==> src/rtl/pipeline_muldiv.sv <==
// pipeline_muldiv
// Iterative multiply/divide stage that sits beside the ALU stage and owns
// the HI/LO register pair. MULT/MULTU/DIV/DIVU run for W/BPC cycles, retiring
// BPC bits per cycle. MFHI/MFLO/MTHI/MTLO are served in one edge when idle.
// Issue is held off through the combinational stall output while an
// iterative op is running.
//
// Ports:
//   clk, rst        clock, asynchronous active-high reset
//   valid_in        op_in and operands are valid this cycle
//   op_in           0 NOP, 1 MULT, 2 MULTU, 3 DIV, 4 DIVU,
//                   5 MFHI, 6 MFLO, 7 MTHI, 8 MTLO, 9-15 illegal
//   rs_val, rt_val  operand A / operand B
//   rd_index_in     destination register for MFHI/MFLO
//   flush           abort the running op and drop this cycle's op
//   stall           op not accepted this cycle, issue must hold inputs
//   busy            iterative op in progress
//   rd_index        writeback index, 0 = no write
//   rd_value        writeback value
//   exception       3'b001 for one cycle after an illegal op is accepted
module pipeline_muldiv #(
  parameter int W   = 32,
  parameter int BPC = 1
) (
  input  logic         clk,
  input  logic         rst,
  input  logic         valid_in,
  input  logic [3:0]   op_in,
  input  logic [W-1:0] rs_val,
  input  logic [W-1:0] rt_val,
  input  logic [4:0]   rd_index_in,
  input  logic         flush,
  output logic         stall,
  output logic         busy,
  output logic [4:0]   rd_index,
  output logic [W-1:0] rd_value,
  output logic [2:0]   exception
);

  localparam int STEPS = W / BPC;
  localparam int CW    = $clog2(STEPS + 1);

  localparam logic [3:0] OP_NOP   = 4'd0;
  localparam logic [3:0] OP_MULT  = 4'd1;
  localparam logic [3:0] OP_MULTU = 4'd2;
  localparam logic [3:0] OP_DIV   = 4'd3;
  localparam logic [3:0] OP_DIVU  = 4'd4;
  localparam logic [3:0] OP_MFHI  = 4'd5;
  localparam logic [3:0] OP_MFLO  = 4'd6;
  localparam logic [3:0] OP_MTHI  = 4'd7;
  localparam logic [3:0] OP_MTLO  = 4'd8;

  typedef enum logic {IDLE, RUN} state_t;
  state_t state, state_nxt;

  logic [W-1:0]  hi, lo;
  logic [CW-1:0] cnt;
  logic [W-1:0]  m_reg;
  logic [W-1:0]  acc_hi, acc_lo;
  logic [W-1:0]  a_raw;
  logic          is_div, neg_q, neg_r, div_zero;

  logic          op_iter, op_legal, accept, last_step;
  logic          signed_op, a_neg, b_neg;
  logic [W-1:0]  a_mag, b_mag;

  logic [W-1:0]  step_hi, step_lo;
  logic [W:0]    sum, trial;
  logic [2*W-1:0] prod;
  logic [W-1:0]  quo, rem, res_hi, res_lo;

  // Decode, handshake and the edge on which the last bits retire.
  always_comb begin
    op_iter   = (op_in >= OP_MULT) && (op_in <= OP_DIVU);
    op_legal  = (op_in <= OP_MTLO);
    stall     = valid_in && busy && !flush && (op_in != OP_NOP) && op_legal;
    accept    = valid_in && !stall && !flush;
    last_step = (state == RUN) && (cnt == CW'(1));
  end

  // Sign-corrected magnitudes; the sign is reapplied once the unsigned
  // iteration finishes. The most-negative value still fits as an unsigned
  // magnitude, which is what makes MIN / -1 come out as MIN with rem 0.
  always_comb begin
    signed_op = (op_in == OP_MULT) || (op_in == OP_DIV);
    a_neg     = signed_op && rs_val[W-1];
    b_neg     = signed_op && rt_val[W-1];
    a_mag     = a_neg ? -rs_val : rs_val;
    b_mag     = b_neg ? -rt_val : rt_val;
  end

  // One cycle worth of iteration. Multiply keeps the partial product in
  // acc_hi and shifts the multiplier out of acc_lo; divide shifts the
  // dividend from acc_lo into the remainder in acc_hi while quotient bits
  // fill acc_lo from the bottom. A divisor of zero just produces an
  // all-ones quotient here and is overridden in the result logic.
  always_comb begin
    step_hi = acc_hi;
    step_lo = acc_lo;
    sum     = '0;
    trial   = '0;
    for (int i = 0; i < BPC; i++) begin
      if (is_div) begin
        trial = {step_hi, step_lo[W-1]} - {1'b0, m_reg};
        if (!trial[W]) begin
          step_hi = trial[W-1:0];
        end else begin
          step_hi = {step_hi[W-2:0], step_lo[W-1]};
        end
        step_lo = {step_lo[W-2:0], !trial[W]};
      end else begin
        sum     = {1'b0, step_hi} + (step_lo[0] ? {1'b0, m_reg} : '0);
        step_hi = sum[W:1];
        step_lo = {sum[0], step_lo[W-1:1]};
      end
    end
  end

  // Final HI/LO from the last iteration's values, with signs restored.
  always_comb begin
    prod = {step_hi, step_lo};
    if (neg_q) begin
      prod = -prod;
    end
    quo = neg_q ? -step_lo : step_lo;
    rem = neg_r ? -step_hi : step_hi;
    if (!is_div) begin
      res_hi = prod[2*W-1:W];
      res_lo = prod[W-1:0];
    end else if (div_zero) begin
      res_hi = a_raw;
      res_lo = '1;
    end else begin
      res_hi = rem;
      res_lo = quo;
    end
  end

  // State register.
  always_ff @(posedge clk or posedge rst) begin
    if (rst) begin
      state <= IDLE;
    end else begin
      state <= state_nxt;
    end
  end

  // Next state: flush beats completion.
  always_comb begin
    state_nxt = state;
    case (state)
      IDLE: if (accept && op_iter) state_nxt = RUN;
      RUN:  if (flush || last_step) state_nxt = IDLE;
      default: state_nxt = IDLE;
    endcase
  end

  // Outputs derived from state.
  always_comb begin
    busy = (state == RUN);
  end

  // Datapath, HI/LO and the one-cycle writeback/exception pulses. A flush
  // only clears the counter; HI/LO keep whatever they held before the op.
  always_ff @(posedge clk or posedge rst) begin
    if (rst) begin
      hi        <= '0;
      lo        <= '0;
      cnt       <= '0;
      m_reg     <= '0;
      acc_hi    <= '0;
      acc_lo    <= '0;
      a_raw     <= '0;
      is_div    <= 1'b0;
      neg_q     <= 1'b0;
      neg_r     <= 1'b0;
      div_zero  <= 1'b0;
      rd_index  <= '0;
      rd_value  <= '0;
      exception <= '0;
    end else begin
      rd_index  <= '0;
      rd_value  <= '0;
      exception <= '0;
      if (flush) begin
        cnt <= '0;
      end else begin
        if (state == RUN) begin
          acc_hi <= step_hi;
          acc_lo <= step_lo;
          cnt    <= cnt - CW'(1);
          if (last_step) begin
            hi <= res_hi;
            lo <= res_lo;
          end
        end
        if (accept) begin
          case (op_in)
            OP_NOP: ;
            OP_MULT, OP_MULTU, OP_DIV, OP_DIVU: begin
              is_div   <= (op_in == OP_DIV) || (op_in == OP_DIVU);
              neg_q    <= a_neg ^ b_neg;
              neg_r    <= (op_in == OP_DIV) && rs_val[W-1];
              div_zero <= (rt_val == '0);
              a_raw    <= rs_val;
              acc_hi   <= '0;
              cnt      <= CW'(STEPS);
              if ((op_in == OP_DIV) || (op_in == OP_DIVU)) begin
                m_reg  <= b_mag;
                acc_lo <= a_mag;
              end else begin
                m_reg  <= a_mag;
                acc_lo <= b_mag;
              end
            end
            OP_MFHI: begin
              rd_index <= rd_index_in;
              rd_value <= hi;
            end
            OP_MFLO: begin
              rd_index <= rd_index_in;
              rd_value <= lo;
            end
            OP_MTHI: hi <= rs_val;
            OP_MTLO: lo <= rs_val;
            default: exception <= 3'b001;
          endcase
        end
      end
    end
  end

endmodule
==> config.mk <==
export PLATFORM = sky130hd
export DESIGN_NAME = pipeline_muldiv
export DESIGN_NICKNAME = d
export VERILOG_FILES = /design/src/rtl/pipeline_muldiv.sv
export SDC_FILE = /design/constraint.sdc
export NUM_CORES = 1
export LEC_CHECK = 0
export CORE_MARGIN = 2
export CORE_UTILIZATION = 55
export CTS_CLUSTER_SIZE = 10
export DETAILED_ROUTE_END_ITERATION = 16
export PLACE_DENSITY = 0.84
export SLEW_MARGIN = 15
export SYNTH_ARGS = -nofsm -noshare
export SYNTH_HDL_FRONTEND = slang
export SYNTH_SLANG_ARGS = --single-unit
==> constraint.sdc <==
create_clock -name clk -period 14.55 [get_ports clk]
set_input_delay 2.1825 -clock clk [delete_from_list [all_inputs] [get_ports clk]]
set_output_delay 2.1825 -clock clk [all_outputs]
set_load 0.05 [all_outputs]
==> impl_results.md <==
* Tcrit/Tclk final at 46.9%
* Core Util, Final at 61.9%
* Drc violations at 0
* Outcome: finished clean
* Row count at 69
* Yosys Warn Count at 0
* # diodes at 0
* Hold_sp: a_raw[12]
* Total power at 4.46 mW
* Met3 routed WL at 8560 um
* Routed len/inst at 25.2 um
* Buf/Inv on CP at 2
* Synthesized area per cell at 7.85 um2
* Vias in the first global route at 19800
* Worst slack at placement at 7.66 ns
* Starting density of the core at 55.6%
* Setup violations, final at 0
* Hold path cells at 2
* Syn-to-layout area delta at 11.3%
* Max Cap Viol at 0
* Antenna violations before repair at 0
* Top cell type's share of synthesized area at 30.6%
* Max Clk Rate at 0.146 GHz
* Die Height at 193 um
* CTS tree: done
* Max VDD drop at 0.000134 V
* Final Wtd Congestion at 1.08
* Setup crit end kind: primary output
* Mapped Cells at 2508
* Power Density at 204 mW/mm2
* Rel. slew slack at 18.7%
* Final Hold Fails at 0
* Critical path type: input pin to primary output
* Slowest cell on the critical path: clkdlybuf4s50_1
* Clock sinks at 241
* Worst-path clk slew at 0.06 ns
* Pin count of the biggest net entering global routing at 107
* Post-CTS Repair Setup Buffers at 0
* Sum Neg Setup Slack at 0 ns
* Worst r2r path cells at 22
* Grt ovf at 0
* DR vias/cell at 6.92
* Worst clock skew at 0.0107 ns
* Synth cell types at 95
* Minimum clock period at 6.83 ns
* Number of flops mapped to enable cells by yosys at 0
* #FFs+latches synth at 241
* Synth async-reset ratio at 100%
* First-pass GRT wire length at 115000 um
* Most frequent cells in the layout: nand2_1 (320), dfrtp_1 (240), nor2_1 (224)
* Critical Path Start Type: input pin
* Largest area contributor in the netlist: dfrtp_1
* CP Max Fanout at 11
* CP max stage delay at 0.82 ns
* Cts repair resizes at 0
* Most used cell along the critical path: clkdlybuf4s50_1
* TritonCTS buffer count at 29
* RR Endpoint: hi[22]
* DR vias at 20700
* Uppermost routed layer: met4
* Flop2flop setup slack at 8.04 ns
* Post-route setup slack at 7.72 ns
* First-pass DRT Iterations at 9
* Layout Nets at 2675
* Share of layout cells above drive strength 1 at 5.84%
* Worst-Skew Late Latency at 0.56 ns
* Worst Path Required at 12.37 ns
* Critical path arrival at 4.65 ns
* WHS Endpoint: a_raw[12]
* RSZ-0062 raised after global routing: no
* Syn Std Cell Area at 0.0197 mm2
* Metal2 WL at 32600 um
* Most common cell after layout, fill and taps aside: nand2_1
* Crit path max-delay family: buffers and inverters
* Worst r2r src: acc_lo[31]
* Total track usage at 39.1%
* H-tree levels at 1
* P_leak at 8.76 nW
* Register area share after synthesis at 30.6%
* Die ar. at 0.0373 mm2
* Core ar. at 0.0354 mm2
* Worst hold path class: flip-flop to flip-flop
* Clk root buf: clkbuf_16
* Routed WL at 75400 um
* Fin. max-slew vios at 0
* CP Cell Sequence: clkdlybuf4s50_1 -> nor3_1 -> xnor2_1 -> and3_1 -> clkdlybuf4s50_1
* Slew @ Worst Pin at 1.22 ns
* Main synth FF type: dfrtp_1
* Port bufs at 116
* Final antenna-violating net count at 0
* I/O pins at 119
* Die width at 193 um
* Largest cells by area after synthesis: dfrtp_1 (31%), nand2_1 (6.1%), o21ai_0 (5.5%)
* Hold Buf Count CTS at 0
* Initial DRC count at 2888
* CTS Buffer Depth at 3
* Metal1 wirelength at 28200 um
* Dpl hpwl at 55900 um
[where the power goes]
part / internal [mW] / total, mW / switching, mW
combinational: 0.957 / 2.70 / 1.74
sequential: 0.858 / 1.08 / 0.225
clock: 0.396 / 0.683 / 0.288
[Yosys cell counts (14+ instances only)]
library cell,n
nand4_1,22
a22oi_1,62
or3_1,20
ha_1,70
nor2_1,225
o22a_1,65
o21ai_0,217
a21o_1,19
dfrtp_1,241
mux2i_1,45
buf_2,23
a31oi_1,27
nor2b_1,18
nand2_1,320
inv_1,80
and2_1,44
o211ai_1,35
nand2b_1,24
and3_1,18
nand3_1,41
nor3_1,57
xor2_1,78
clkbuf_1,129
o21a_1,14
o22ai_1,37
o31ai_1,20
nor4_1,19
a22o_1,16
a21oi_1,203
xnor2_1,98
[worst max-delay path by stage]
stage / start / endpoint / depth (start not counted)
detailed placement: op_in[0] / hi[30] / 14
floorplan: rst / a_raw[0] / 1
global placement: op_in[0] / hi[30] / 14
global route: op_in[0] / stall / 5
CTS: op_in[0] / stall / 5
finish: op_in[0] / stall / 5
[layer usage]
metal / vias to the layer above / track usage (%)
met5: - / 0
met4: 0 / 25.8
met3: 387 / 7.97
met2: 1501 / 59.8
met1: 9700 / 50.2
li1: 9119 / -
[worst min-delay path, delay by kind of cell (launching register included)]
kind	cells	cell delay (ns)
flip-flops	1	0.34
AND/OR/NAND/NOR	2	0.11
[kinds of logic after synthesis]
| logic type | after synthesis | synth area share (%) |
|---|---|---|
| muxes | 56 | 2.92 |
| xor gates and xnor gates | 176 | 7.83 |
| DFF | 241 | 30.6 |
| other | 1 | 0.0190 |
| and+or+nand+nor | 878 | 21.2 |
| adders and majority gates | 72 | 4.65 |
| buffers and inverters | 242 | 4.93 |
| AOI/OAI and AO/OA | 842 | 27.9 |
[layout make-up]
class | instances | area (um2)
clock buffers | 36 | 802
clock inverters | 2 | 35.0
fillers | 3130 | 13500
inverters | 80 | 308
multi-input cells | 2026 | 12800
flip-flops and latches | 241 | 6030
well taps | 461 | 577
repair buffers | 148 | 1400
[metrics by stage]
step	hold slack, ns	instances	instance area (um2)
after floorplan	0.437	2509	19700
after global placement	0.458	2956	21100
after detailed placement	0.466	2956	21100
after CTS	0.481	2994	21900
after global routing	0.505	2994	21900
final	0.484	2994	21900
(Power assumes the default switching activity.)
